==> config.mk <==
export PLATFORM = sky130hd
export DESIGN_NAME = ex_muldiv_unit_flat
export DESIGN_NICKNAME = d
export VERILOG_FILES = /design/src/rtl/muldiv_pkg.sv /design/src/rtl/ex_muldiv_unit_if.sv /design/src/rtl/muldiv_step.sv /design/src/rtl/ex_muldiv_unit.sv /design/src/flat_wrapper.sv
export SDC_FILE = /design/constraint.sdc
export NUM_CORES = 1
export LEC_CHECK = 0
export ABC_AREA = 1
export CORE_MARGIN = 1.5
export CORE_UTILIZATION = 30
export DETAILED_ROUTE_END_ITERATION = 8
export PLACE_DENSITY = 0.55
export SLEW_MARGIN = 20
export SYNTH_ARGS = -nofsm -noshare
export SYNTH_HDL_FRONTEND = slang
export SYNTH_SLANG_ARGS = --single-unit
==> constraint.sdc <==
create_clock -name clk -period 5.2 [get_ports clk]
set_input_delay 1.3 -clock clk [delete_from_list [all_inputs] [get_ports clk]]
set_output_delay 1.3 -clock clk [all_outputs]
set_load 0.005 [all_outputs]
==> src/rtl/muldiv_pkg.sv <==
// Shared types and op-decode helpers for the EX-stage multiply/divide unit.
package muldiv_pkg;

  // Values match the RV32M/RV64M funct3 field.
  typedef enum logic [2:0] {
    OpMul    = 3'b000,
    OpMulh   = 3'b001,
    OpMulhsu = 3'b010,
    OpMulhu  = 3'b011,
    OpDiv    = 3'b100,
    OpDivu   = 3'b101,
    OpRem    = 3'b110,
    OpRemu   = 3'b111
  } muldiv_op_t;

  typedef enum logic [1:0] {
    IDLE = 2'd0,
    CALC = 2'd1,
    DONE = 2'd2
  } muldiv_state_t;

  // rs1 is treated as two's complement.
  function automatic logic is_signed_a(input muldiv_op_t op);
    return (op == OpMul) || (op == OpMulh) || (op == OpMulhsu) || (op == OpDiv) ||
           (op == OpRem);
  endfunction

  // rs2 is treated as two's complement.
  function automatic logic is_signed_b(input muldiv_op_t op);
    return (op == OpMul) || (op == OpMulh) || (op == OpDiv) || (op == OpRem);
  endfunction

  function automatic logic is_div(input muldiv_op_t op);
    return op[2];
  endfunction

  // REM/REMU return the remainder half of the divider accumulator.
  function automatic logic is_rem(input muldiv_op_t op);
    return op[2] & op[1];
  endfunction

endpackage

==> src/rtl/ex_muldiv_unit_if.sv <==
// Handshake bundle between the EX stage (master) and the multiply/divide unit (slave).
interface ex_muldiv_unit_if #(
  parameter int unsigned XLEN = 32
);
  logic            in_valid;
  logic            in_ready;
  logic [2:0]      op;
  logic [XLEN-1:0] a;
  logic [XLEN-1:0] b;
  logic            out_valid;
  logic            out_ready;
  logic [XLEN-1:0] result;
  logic            busy;

  modport master (
    output in_valid, op, a, b, out_ready,
    input  in_ready, out_valid, result, busy
  );

  modport slave (
    input  in_valid, op, a, b, out_ready,
    output in_ready, out_valid, result, busy
  );
endinterface

==> src/rtl/muldiv_step.sv <==
// Combinational datapath slice: BITS_PER_CYCLE iterations of shift-add multiply or
// restoring divide on the {hi, lo} accumulator.
// Multiply: acc = {partial product, remaining multiplier}, operand = multiplicand.
// Divide:   acc = {partial remainder, remaining dividend/quotient}, operand = divisor.
module muldiv_step #(
  parameter int unsigned XLEN           = 32,
  parameter int unsigned BITS_PER_CYCLE = 1
) (
  input  logic              i_is_div,
  input  logic [2*XLEN-1:0] i_acc,
  input  logic [XLEN-1:0]   i_operand,
  output logic [2*XLEN-1:0] o_acc
);

  logic [2*XLEN-1:0] w_acc;
  logic [XLEN:0]     w_sum;
  logic [XLEN:0]     w_rem;

  // Unrolled iterations; each one retires a single multiplier or quotient bit.
  always_comb begin
    w_acc = i_acc;
    w_sum = '0;
    w_rem = '0;
    for (int unsigned i = 0; i < BITS_PER_CYCLE; i++) begin
      if (i_is_div) begin
        // Shift the next dividend bit into the remainder, keep carry headroom.
        w_rem = w_acc[2*XLEN-1:XLEN-1];
        if (w_rem >= {1'b0, i_operand}) begin
          w_rem = w_rem - {1'b0, i_operand};
          w_acc = {w_rem[XLEN-1:0], w_acc[XLEN-2:0], 1'b1};
        end else begin
          w_acc = {w_rem[XLEN-1:0], w_acc[XLEN-2:0], 1'b0};
        end
      end else begin
        w_sum = {1'b0, w_acc[2*XLEN-1:XLEN]} +
                (w_acc[0] ? {1'b0, i_operand} : {(XLEN + 1){1'b0}});
        w_acc = {w_sum, w_acc[XLEN-1:1]};
      end
    end
    o_acc = w_acc;
  end

endmodule

==> src/rtl/ex_muldiv_unit.sv <==
// Iterative RV32M/RV64M multiply/divide unit beside the EX-stage ALU.
// Optional build macro MULDIV_FAST_MUL_EN: MUL* ops use a single-cycle full-width
// multiply at the handshake; DIV* ops remain iterative.
module ex_muldiv_unit
  import muldiv_pkg::*;
#(
  parameter int unsigned XLEN           = 32,
  parameter int unsigned BITS_PER_CYCLE = 1
) (
  input  logic            clk,
  input  logic            rst_n,
  input  logic            flush,
  ex_muldiv_unit_if.slave bus
);

  localparam int unsigned     Steps   = XLEN / BITS_PER_CYCLE;
  localparam int unsigned     CntW    = $clog2(Steps + 1);
  localparam logic [CntW-1:0] CntLoad = CntW'(Steps);
  localparam logic [CntW-1:0] CntOne  = CntW'(1);
  localparam logic [XLEN-1:0] MinNeg  = {1'b1, {(XLEN - 1){1'b0}}};

  muldiv_state_t     r_state, w_state_nxt;
  muldiv_op_t        r_op, w_op_nxt;
  logic [2*XLEN-1:0] r_acc, w_acc_nxt;
  logic [XLEN-1:0]   r_opnd, w_opnd_nxt;
  logic              r_neg, w_neg_nxt;
  logic [CntW-1:0]   r_cnt, w_cnt_nxt;
  logic [XLEN-1:0]   r_result, w_result_nxt;

  muldiv_op_t        w_op;
  logic              w_in_fire;
  logic              w_load;
  logic              w_is_div;
  logic              w_a_neg, w_b_neg, w_in_neg;
  logic              w_div_zero, w_div_ovf, w_special;
  logic [XLEN-1:0]   w_a_mag, w_b_mag, w_special_res;
  logic [XLEN-1:0]   w_div_raw, w_fix_res;
  logic [2*XLEN-1:0] w_step_acc, w_prod;

  // Handshake-side decode: operand magnitudes, result sign and special cases.
  always_comb begin
    w_op       = muldiv_op_t'(bus.op);
    w_in_fire  = bus.in_valid & bus.in_ready;
    w_a_neg    = is_signed_a(w_op) & bus.a[XLEN-1];
    w_b_neg    = is_signed_b(w_op) & bus.b[XLEN-1];
    w_a_mag    = w_a_neg ? -bus.a : bus.a;
    w_b_mag    = w_b_neg ? -bus.b : bus.b;
    // Remainder follows the dividend; products and quotients take the XOR.
    w_in_neg   = is_rem(w_op) ? w_a_neg : (w_a_neg ^ w_b_neg);
    w_div_zero = is_div(w_op) & (bus.b == '0);
    w_div_ovf  = ((w_op == OpDiv) || (w_op == OpRem)) & (bus.a == MinNeg) & (&bus.b);
    w_special  = w_div_zero | w_div_ovf;
    if (w_div_zero) begin
      w_special_res = is_rem(w_op) ? bus.a : '1;
    end else begin
      w_special_res = is_rem(w_op) ? '0 : bus.a;
    end
  end

`ifdef MULDIV_FAST_MUL_EN
  logic [2*XLEN-1:0] w_fast_mag, w_fast_prod;
  logic [XLEN-1:0]   w_fast_res;

  // Single-cycle product of the magnitudes, sign-corrected and half-selected.
  always_comb begin
    w_fast_mag  = {{XLEN{1'b0}}, w_a_mag} * {{XLEN{1'b0}}, w_b_mag};
    w_fast_prod = w_in_neg ? -w_fast_mag : w_fast_mag;
    w_fast_res  = (w_op == OpMul) ? w_fast_prod[XLEN-1:0] : w_fast_prod[2*XLEN-1:XLEN];
  end
`endif

  assign w_is_div = is_div(r_op);

  muldiv_step #(
    .XLEN          (XLEN),
    .BITS_PER_CYCLE(BITS_PER_CYCLE)
  ) u_step (
    .i_is_div (w_is_div),
    .i_acc    (r_acc),
    .i_operand(r_opnd),
    .o_acc    (w_step_acc)
  );

  // Sign fix-up on the accumulator as it leaves the final step.
  always_comb begin
    w_prod    = r_neg ? -w_step_acc : w_step_acc;
    w_div_raw = is_rem(r_op) ? w_step_acc[2*XLEN-1:XLEN] : w_step_acc[XLEN-1:0];
    if (w_is_div) begin
      w_fix_res = r_neg ? -w_div_raw : w_div_raw;
    end else if (r_op == OpMul) begin
      w_fix_res = w_prod[XLEN-1:0];
    end else begin
      w_fix_res = w_prod[2*XLEN-1:XLEN];
    end
  end

  // Next-state and datapath register updates; flush overrides everything.
  always_comb begin
    w_state_nxt  = r_state;
    w_op_nxt     = r_op;
    w_acc_nxt    = r_acc;
    w_opnd_nxt   = r_opnd;
    w_neg_nxt    = r_neg;
    w_cnt_nxt    = r_cnt;
    w_result_nxt = r_result;
    w_load       = 1'b0;
    if (flush) begin
      w_state_nxt = IDLE;
    end else begin
      unique case (r_state)
        IDLE: w_load = w_in_fire;
        CALC: begin
          w_acc_nxt = w_step_acc;
          if (r_cnt == CntOne) begin
            w_result_nxt = w_fix_res;
            w_state_nxt  = DONE;
          end else begin
            w_cnt_nxt = r_cnt - CntOne;
          end
        end
        DONE: begin
          if (bus.out_ready) begin
            w_state_nxt = IDLE;
            w_load      = w_in_fire;
          end
        end
        default: w_state_nxt = IDLE;
      endcase
      if (w_load) begin
        w_op_nxt   = w_op;
        w_neg_nxt  = w_in_neg;
        w_cnt_nxt  = CntLoad;
        w_acc_nxt  = {{XLEN{1'b0}}, (is_div(w_op) ? w_a_mag : w_b_mag)};
        w_opnd_nxt = is_div(w_op) ? w_b_mag : w_a_mag;
        if (w_special) begin
          w_result_nxt = w_special_res;
          w_state_nxt  = DONE;
        end
`ifdef MULDIV_FAST_MUL_EN
        else if (!is_div(w_op)) begin
          w_result_nxt = w_fast_res;
          w_state_nxt  = DONE;
        end
`endif
        else begin
          w_state_nxt = CALC;
        end
      end
    end
  end

  // State and datapath registers.
  always_ff @(posedge clk or negedge rst_n) begin
    if (!rst_n) begin
      r_state  <= IDLE;
      r_op     <= OpMul;
      r_acc    <= '0;
      r_opnd   <= '0;
      r_neg    <= 1'b0;
      r_cnt    <= '0;
      r_result <= '0;
    end else begin
      r_state  <= w_state_nxt;
      r_op     <= w_op_nxt;
      r_acc    <= w_acc_nxt;
      r_opnd   <= w_opnd_nxt;
      r_neg    <= w_neg_nxt;
      r_cnt    <= w_cnt_nxt;
      r_result <= w_result_nxt;
    end
  end

  assign bus.in_ready  = (r_state == IDLE) | ((r_state == DONE) & bus.out_ready);
  assign bus.out_valid = (r_state == DONE);
  assign bus.busy      = (r_state != IDLE);
  assign bus.result    = r_result;

endmodule

==> src/flat_wrapper.sv <==
// flat-port wrapper written by rule: the top's interface ports become plain ports
module ex_muldiv_unit_flat import muldiv_pkg::*;
#(
  parameter int unsigned XLEN           = 32,
  parameter int unsigned BITS_PER_CYCLE = 1
)
  (clk, rst_n, flush, bus_in_valid, bus_op, bus_a, bus_b, bus_out_ready, bus_in_ready, bus_out_valid, bus_result, bus_busy);
  ex_muldiv_unit_if #(.XLEN(XLEN)) bus_i ();
  input  logic clk;
  input  logic rst_n;
  input  logic flush;
  input wire logic [$bits(bus_i.in_valid)-1:0] bus_in_valid;
  input wire logic [$bits(bus_i.op)-1:0] bus_op;
  input wire logic [$bits(bus_i.a)-1:0] bus_a;
  input wire logic [$bits(bus_i.b)-1:0] bus_b;
  input wire logic [$bits(bus_i.out_ready)-1:0] bus_out_ready;
  output wire logic [$bits(bus_i.in_ready)-1:0] bus_in_ready;
  output wire logic [$bits(bus_i.out_valid)-1:0] bus_out_valid;
  output wire logic [$bits(bus_i.result)-1:0] bus_result;
  output wire logic [$bits(bus_i.busy)-1:0] bus_busy;
  assign bus_i.in_valid = bus_in_valid;
  assign bus_i.op = bus_op;
  assign bus_i.a = bus_a;
  assign bus_i.b = bus_b;
  assign bus_i.out_ready = bus_out_ready;
  assign bus_in_ready = bus_i.in_ready;
  assign bus_out_valid = bus_i.out_valid;
  assign bus_result = bus_i.result;
  assign bus_busy = bus_i.busy;
  ex_muldiv_unit #(.XLEN(XLEN), .BITS_PER_CYCLE(BITS_PER_CYCLE)) u_core (.clk(clk), .rst_n(rst_n), .flush(flush), .bus(bus_i));
endmodule
-- After elaboration in Yosys (flattened, before gate mapping)
Cells that the tools add are included.
- mux-type cells: 34
- reduce and logical (&&, ||, !) cells: 18
- order comparisons: 1
- eq/ne operators: 12
- bitwise logic cells: 13
- $add $sub $neg: 7
- operator list (kind ; number):
    2-to-1 mux 32 bit ; 16
    2-to-1 mux 64 bit ; 5
    negation 32 bit ; 3
    negation 64 bit ; 1
    adder 32 x 32 -> 33 bit ; 1
    >= comparator 33 x 32 -> 1 bit ; 1
    == test 32 bit, second input constant ; 1
    logical NOT 32 bit ; 1
    AND reduction 32 bit ; 1
    subtractor 32 bit ; 1
    2-to-1 mux 6 bit ; 3
    2-to-1 mux 2 bit ; 5
    bitwise AND 1 bit ; 9
    logical OR 1 bit ; 7
    == test 3 bit, second input constant ; 2
    == test 6 x 1 -> 1 bit, second input constant ; 1
    logical NOT 3 bit ; 2
    one-hot mux 2 bit (3 select lines) ; 1
    AND reduction 3 bit ; 2
    subtractor 6 x 1 -> 6 bit, second input constant ; 1
    != test 4 x 2 -> 1 bit, second input constant ; 1
    != test 4 x 3 -> 1 bit, second input constant ; 1
    AND reduction 2 bit ; 2
    nonzero test 2 bit ; 2
    12 further kinds ; 15
- register bits after elaboration: 140
- output and inout bits: 35
- input bits: 72

-- Logic depth before layout (Yosys ltp)
- depth in word-level cells: 11
- depth in mapped cells: 35

-- Cells and area by module
Synthesis repeated with hierarchy kept, for this count alone.
- cells, all modules: 3505
- area total of the unflattened synthesis: 19424.9 µm²
- by module, submodules not included (module ; instances ; seq. area each (µm²) ; area each (µm²) ; cells an instance):
    ex_muldiv_unit ; 1 ; 3503.4 ; 13280.2 ; 2232
    muldiv_step ; 1 ; 0.0 ; 6144.6 ; 1273

-- Least setup slack after synthesis
Ideal clock, no wire load.
- kind: register -> register
- start: register u_core.r_acc[55]
- end: register u_core.r_result[20] (netlist: u_core.bus.result[20])
- clock period less this slack: 3874 ps
- data arrival time: 3809 ps
- path buffers: 0
- required time: 5135 ps
- cell stages (with the launch flop): 32
- setup slack: 1326 ps
- path through: dfrtp_1 ha_1 nand2_2 inv_1 a21oi_2 nand2_1 nand2_1 nand2_2 nor2_8 nand3_4 o21ai_2 ha_1 inv_1 nor3_2 nand2_1 nor2_2 nand2_2 nor2_4 nand4_2 nor2_2 nand4_2 o21ai_2 nand2_2 a21oi_4 nand2_2 nand2_1 nand2_1 o21ai_1 nand3_1 nand2_1 nand2_1 nand2_1
- cells in the longest elaborated chain, start to end: 11
- elaborated cells on any way between the ends: 14
- RTL lines (element ; RTL line ; RTL):
    start: declaration ; ex_muldiv_unit.sv:24 ; logic [2*XLEN-1:0] r_acc, w_acc_nxt;
    start signal: assignment ; ex_muldiv_unit.sv:165 ; r_acc <= w_acc_nxt;
    >= comparator 33 x 32 -> 1 bit * ; muldiv_step.sv:28 ; if (w_rem >= {1'b0, i_operand}) begin
    2-to-1 mux 64 bit * ; muldiv_step.sv:28 ;
    2-to-1 mux 64 bit * ; muldiv_step.sv:25 ; if (i_is_div) begin
    negation 64 bit / 2-to-1 mux 32 bit (equally long branches) ; ex_muldiv_unit.sv:86, ex_muldiv_unit.sv:87 ;
    2-to-1 mux 64 bit / negation 32 bit (equally long branches) ; ex_muldiv_unit.sv:86, ex_muldiv_unit.sv:89 ;
    2-to-1 mux 32 bit (on tied branches) ; ex_muldiv_unit.sv:90, ex_muldiv_unit.sv:89 ;
    2-to-1 mux 32 bit * ; ex_muldiv_unit.sv:88 ; if (w_is_div) begin
    2-to-1 mux 32 bit * ; ex_muldiv_unit.sv:114 ; if (r_cnt == CntOne) begin
    2-to-1 mux 32 bit * ; ex_muldiv_unit.sv:110 ; unique case (r_state)
    2-to-1 mux 32 bit ; ex_muldiv_unit.sv:135 ; if (w_special) begin
    2-to-1 mux 32 bit * ; ex_muldiv_unit.sv:129 ; if (w_load) begin
    end signal: assignment ; ex_muldiv_unit.sv:169 ; r_result <= w_result_nxt;
    end: declaration ; ex_muldiv_unit.sv:28 ; logic [XLEN-1:0] r_result, w_result_nxt;
Mark *: on every way between the ends. The rest lies on a longest branch, timed or not.
A chain may end at the register's enable or synchronous reset.

-- Final worst setup path
- start: register u_core.r_opnd[19]
- end: register u_core.r_result[20] (netlist: u_core.bus.result[20])
- cells in the longest elaborated chain, start to end: 11
- elaborated cells on any way between the ends: 17
- RTL lines (element ; RTL line ; RTL):
    start: declaration ; ex_muldiv_unit.sv:25 ; logic [XLEN-1:0] r_opnd, w_opnd_nxt;
    start signal: assignment ; ex_muldiv_unit.sv:166 ; r_opnd <= w_opnd_nxt;
    2-to-1 mux 32 bit (tied with other cells) ; muldiv_step.sv:36 ; (w_acc[0] ? {1'b0, i_operand} : {(XLEN + 1){1'b0}});
    adder 32 x 32 -> 33 bit / 2-to-1 mux 64 bit (equally long branches) ; muldiv_step.sv:35, muldiv_step.sv:28 ;
    2-to-1 mux 64 bit * ; muldiv_step.sv:25 ;
    negation 64 bit / 2-to-1 mux 32 bit (equally long branches) ; ex_muldiv_unit.sv:86, ex_muldiv_unit.sv:87 ;
    2-to-1 mux 64 bit / negation 32 bit (equally long branches) ; ex_muldiv_unit.sv:86, ex_muldiv_unit.sv:89 ;
    2-to-1 mux 32 bit (on tied branches) ; ex_muldiv_unit.sv:90, ex_muldiv_unit.sv:89 ;
    2-to-1 mux 32 bit * ; ex_muldiv_unit.sv:88 ;
    2-to-1 mux 32 bit * ; ex_muldiv_unit.sv:114 ;
    2-to-1 mux 32 bit * ; ex_muldiv_unit.sv:110 ;
    2-to-1 mux 32 bit ; ex_muldiv_unit.sv:135 ;
    2-to-1 mux 32 bit * ; ex_muldiv_unit.sv:129 ;
Marks and branches as above.

==> impl_metrics.json <==
{
  "ff2ff_setup_slack_ps": 230,
  "synth_xor_area_frac": 0.0348,
  "rows": 91,
  "drt-wirelength-per-cell_um": 22.2,
  "slowest_stage": "dfrtp_1",
  "slew_viol_final": 0,
  "maxSlewHeadroom": 0.223,
  "place_congestion": 1.01,
  "synth_fa_ha_area_frac": 0.0499,
  "p_comb_frac": 0.782,
  "ant_nets": 0,
  "min_period_ps": 4970,
  "synth_mux_area_frac": 0,
  "critPathLaunch": "u_core.r_opnd[19]",
  "power_switching_mw": 9.02,
  "irDropWorstVdd_uv": 362,
  "max_freq_ghz": 0.201,
  "clk_path_buf_depth": 2,
  "finalInstanceArea_mm2": 0.0216,
  "hpwlAfterDp_um": 76800,
  "grt_pass1_wl_um": 137000,
  "clockPowerShare": 0.084,
  "grtUsageTotal": 0.290,
  "final_nets": 3528,
  "seq_area_frac_synth": 0.188,
  "ys_async_sr_fraction": 1.00,
  "fin_crit_sh": 0.955,
  "cts_sinks": 140,
  "cap_violations": 0,
  "worstSetupPathType": "reg2reg",
  "clock_skew_ps": 17.5,
  "grt_pass1_vias": 21025,
  "end_kind": "flip-flop",
  "synth_top_flop_cell": "dfrtp_1",
  "avgViaCountPerCell": 5.43,
  "first_pass_iters": 7,
  "p_per_area_mw_per_mm2": 677,
  "grt_max_degree": 79,
  "whs_ps": 494,
  "final_core_util": 0.352,
  "die_w_um": 252,
  "cp.depth": 34,
  "p_int_mw": 5.62,
  "cts_root_buf": "clkbuf_16",
  "cp_max_fo": 7,
  "tightest_slew_ps": 1150,
  "wl_um": 93100,
  "synth_area_mm2": 0.0186,
  "syn_to_final_growth_pct": 16.1,
  "die-area_mm2": 0.0636,
  "antenna_found_initial": 1,
  "startpoint_type": "flip-flop",
  "required_ps": 5610,
  "r2r-start": "u_core.r_opnd[19]",
  "drtIter0Drc": 2595,
  "core_mm2": 0.0615,
  "dpl_cell_area_mm2": 0.0210,
  "synth-compound-area-share": 0.188,
  "port_buffers": 106,
  "drive_gt1_frac": 0.0778,
  "finalHoldViolations": 0,
  "synth_top_family_by_area": "simple AND/OR/NAND/NOR gates",
  "setup_viol": 0,
  "p_sw_frac": 0.616,
  "status": "completed",
  "crit_path_end": "u_core.bus.result[20]",
  "power.leakage_nw": 11.1,
  "route.detailed.drc": 0,
  "ys_ff_latch": 140,
  "clock_latency_ps": 480,
  "cts_max_level": 4,
  "ys_warn_count": 0,
  "nFillCells": 6982,
  "hp-class": "reg2reg",
  "pin_count": 107,
  "clk_transition_reported_paths_ps": 70,
  "synth.distinct_cells": 66,
  "crit_family": "simple AND/OR/NAND/NOR gates",
  "yosys.area_share.simple": 0.415,
  "chipHeight_um": 252,
  "timing.rr.end": "u_core.bus.result[20]",
  "synth_edf_count": 0,
  "cp_common_cell": "nand2_1",
  "worstRegToRegCells": 34,
  "cts_made_buffers": 17,
  "vias": 22746,
  "synth_cells": 3260,
  "critPathArrivalTime_ps": 5380,
  "cts_tree": "built",
  "critPathBufInv": 3,
  "grt_remaining_overflow": 0,
  "synth_nets": 3405,
  "slowest_delay_ps": 430,
  "setup_tns_ps": 0,
  "syn-mean-instance-area_um2": 5.71,
  "seqPwrFrac": 0.133,
  "initial_core_util": 0.303
}
==> worst register-to-register path, delay by kind of cell, from the launching register on <==
family / cells / cell delay [ps]
AO/OA/AOI/OAI: 4 / 770
adder cells (fa/ha/maj): 2 / 570
buffers and inverters: 3 / 190
flip-flops: 1 / 430
AND/OR/NAND/NOR: 25 / 2930
==> area by class of cell <==
cell class                      count  area [um2]  share of cell area
Antenna cell                        2        5.00            0.000232
Clock buffer                       22         464              0.0215
Clock inverter                      9        88.8             0.00411
Inverter                          475        1780              0.0825
Multi-Input combinational cell   2531       12900               0.595
Sequential cell                   140        3510               0.162
Tap cell                          790         988              0.0457
Timing Repair Buffer              218        1920              0.0890
==> kinds of logic after synthesis <==
kind of cell             count (synthesis)
AO/OA/AOI/OAI                          605
XOR/XNOR                                74
adder cells (fa/ha/maj)                 73
buffers and inverters                  589
flip-flops                             140
AND/OR/NAND/NOR                       1779
==> worst min path at each step <==
| stage | from | slack [ps] | cells past startpoint | end |
|---|---|---|---|---|
| floorplan | u_core.r_op[0] | 450 | 2 | u_core.r_op[0] |
| global placement | u_core.r_cnt[2] | 480 | 1 | u_core.r_cnt[2] |
| detailed placement | u_core.r_cnt[2] | 490 | 1 | u_core.r_cnt[2] |
| CTS | u_core.r_cnt[2] | 490 | 1 | u_core.r_cnt[2] |
| global route | u_core.r_cnt[2] | 540 | 1 | u_core.r_cnt[2] |
| finish | u_core.r_cnt[2] | 490 | 1 | u_core.r_cnt[2] |
==> power by group through the flow <==
| stage | logic [mW] | registers, mW | clock network, mW |
|---|---|---|---|
| global placement | 11.2 | 1.94 | 0 |
| CTS | 11.2 | 1.93 | 1.24 |
| global route | 12.4 | 1.98 | 1.28 |
| finish | 11.4 | 1.95 | 1.23 |
| detailed placement | 11.1 | 1.95 | 0 |
| floorplan | 7.06 | 1.74 | 0 |
==> metrics by stage <==
stage | power (mW) | setup WS (ps) | std cells
after floorplan | 8.80 | 1330 | 3260
after global placement | 13.1 | 305 | 4150
after detailed placement | 13.1 | 248 | 4150
after CTS | 14.3 | 274 | 4181
after global routing | 15.7 | -16.1 | 4185
final | 14.6 | 232 | 4187
==> repair_timing <==
item                                    CTS  global route
gates resized for setup                   0             8
endpoints found under the hold margin     0             0
hold buffers                              0             0
buffers inserted                          0             4
endpoints found under the setup margin    0             4
==> cells in the mapped netlist (14+ instances only) <==
| cell | n | area [um2] |
|---|---|---|
| o21ai_0 | 221 | 1110 |
| a22oi_1 | 32 | 240 |
| ha_1 | 71 | 888 |
| nand4_1 | 52 | 325 |
| dfrtp_1 | 140 | 3500 |
| o211ai_1 | 21 | 158 |
| xor2_1 | 56 | 490 |
| nor2_1 | 317 | 1190 |
| a21oi_1 | 193 | 966 |
| nand2_2 | 24 | 150 |
| o221ai_1 | 21 | 184 |
| nand3_1 | 256 | 1280 |
| xnor2_1 | 18 | 158 |
| clkbuf_1 | 70 | 263 |
| nand3b_1 | 22 | 165 |
| nand2_1 | 969 | 3640 |
| nor2_2 | 21 | 131 |
| a31oi_1 | 14 | 87.6 |
| inv_1 | 458 | 1720 |
| buf_2 | 25 | 125 |
| nor3_1 | 59 | 295 |
| o21ai_1 | 22 | 110 |
==> layout by cell type (no fill, tap or decap), drive strengths merged, types with 4 or more instances in the layout <==
master,instances
nor3,63
a31oi,14
clkinv,11
a21oi,197
nor4,11
inv,469
xnor2,18
nor2,346
o21bai,11
a22oi,32
or2,14
o21ai,251
o211ai,21
o21a,5
o221ai,21
a21o,11
o31ai,4
nand3,265
dfrtp,140
xor2,56
a2bb2oi,12
ha,71
nand3b,22
a21boi,6
clkbuf,22
buf,114
nand2,996
nor3b,4
nand4,54
o22ai,12
clkdlybuf4s50,104
==> registers in the layout (all words and copies together) (netlist names) <==
register,count
u_core.bus.result,32
u_core.r_acc,64
u_core.r_cnt,6
u_core.r_neg,1
u_core.r_op,3
u_core.r_opnd,32
u_core.r_state,2
==> per-layer routing <==
metal  global-route usage  part of all wire
met2                0.459              0.45
met1                0.389              0.43
met5                    0                 0
met3               0.0410             0.074
met4                0.136             0.049
(Power assumes the default switching activity.)
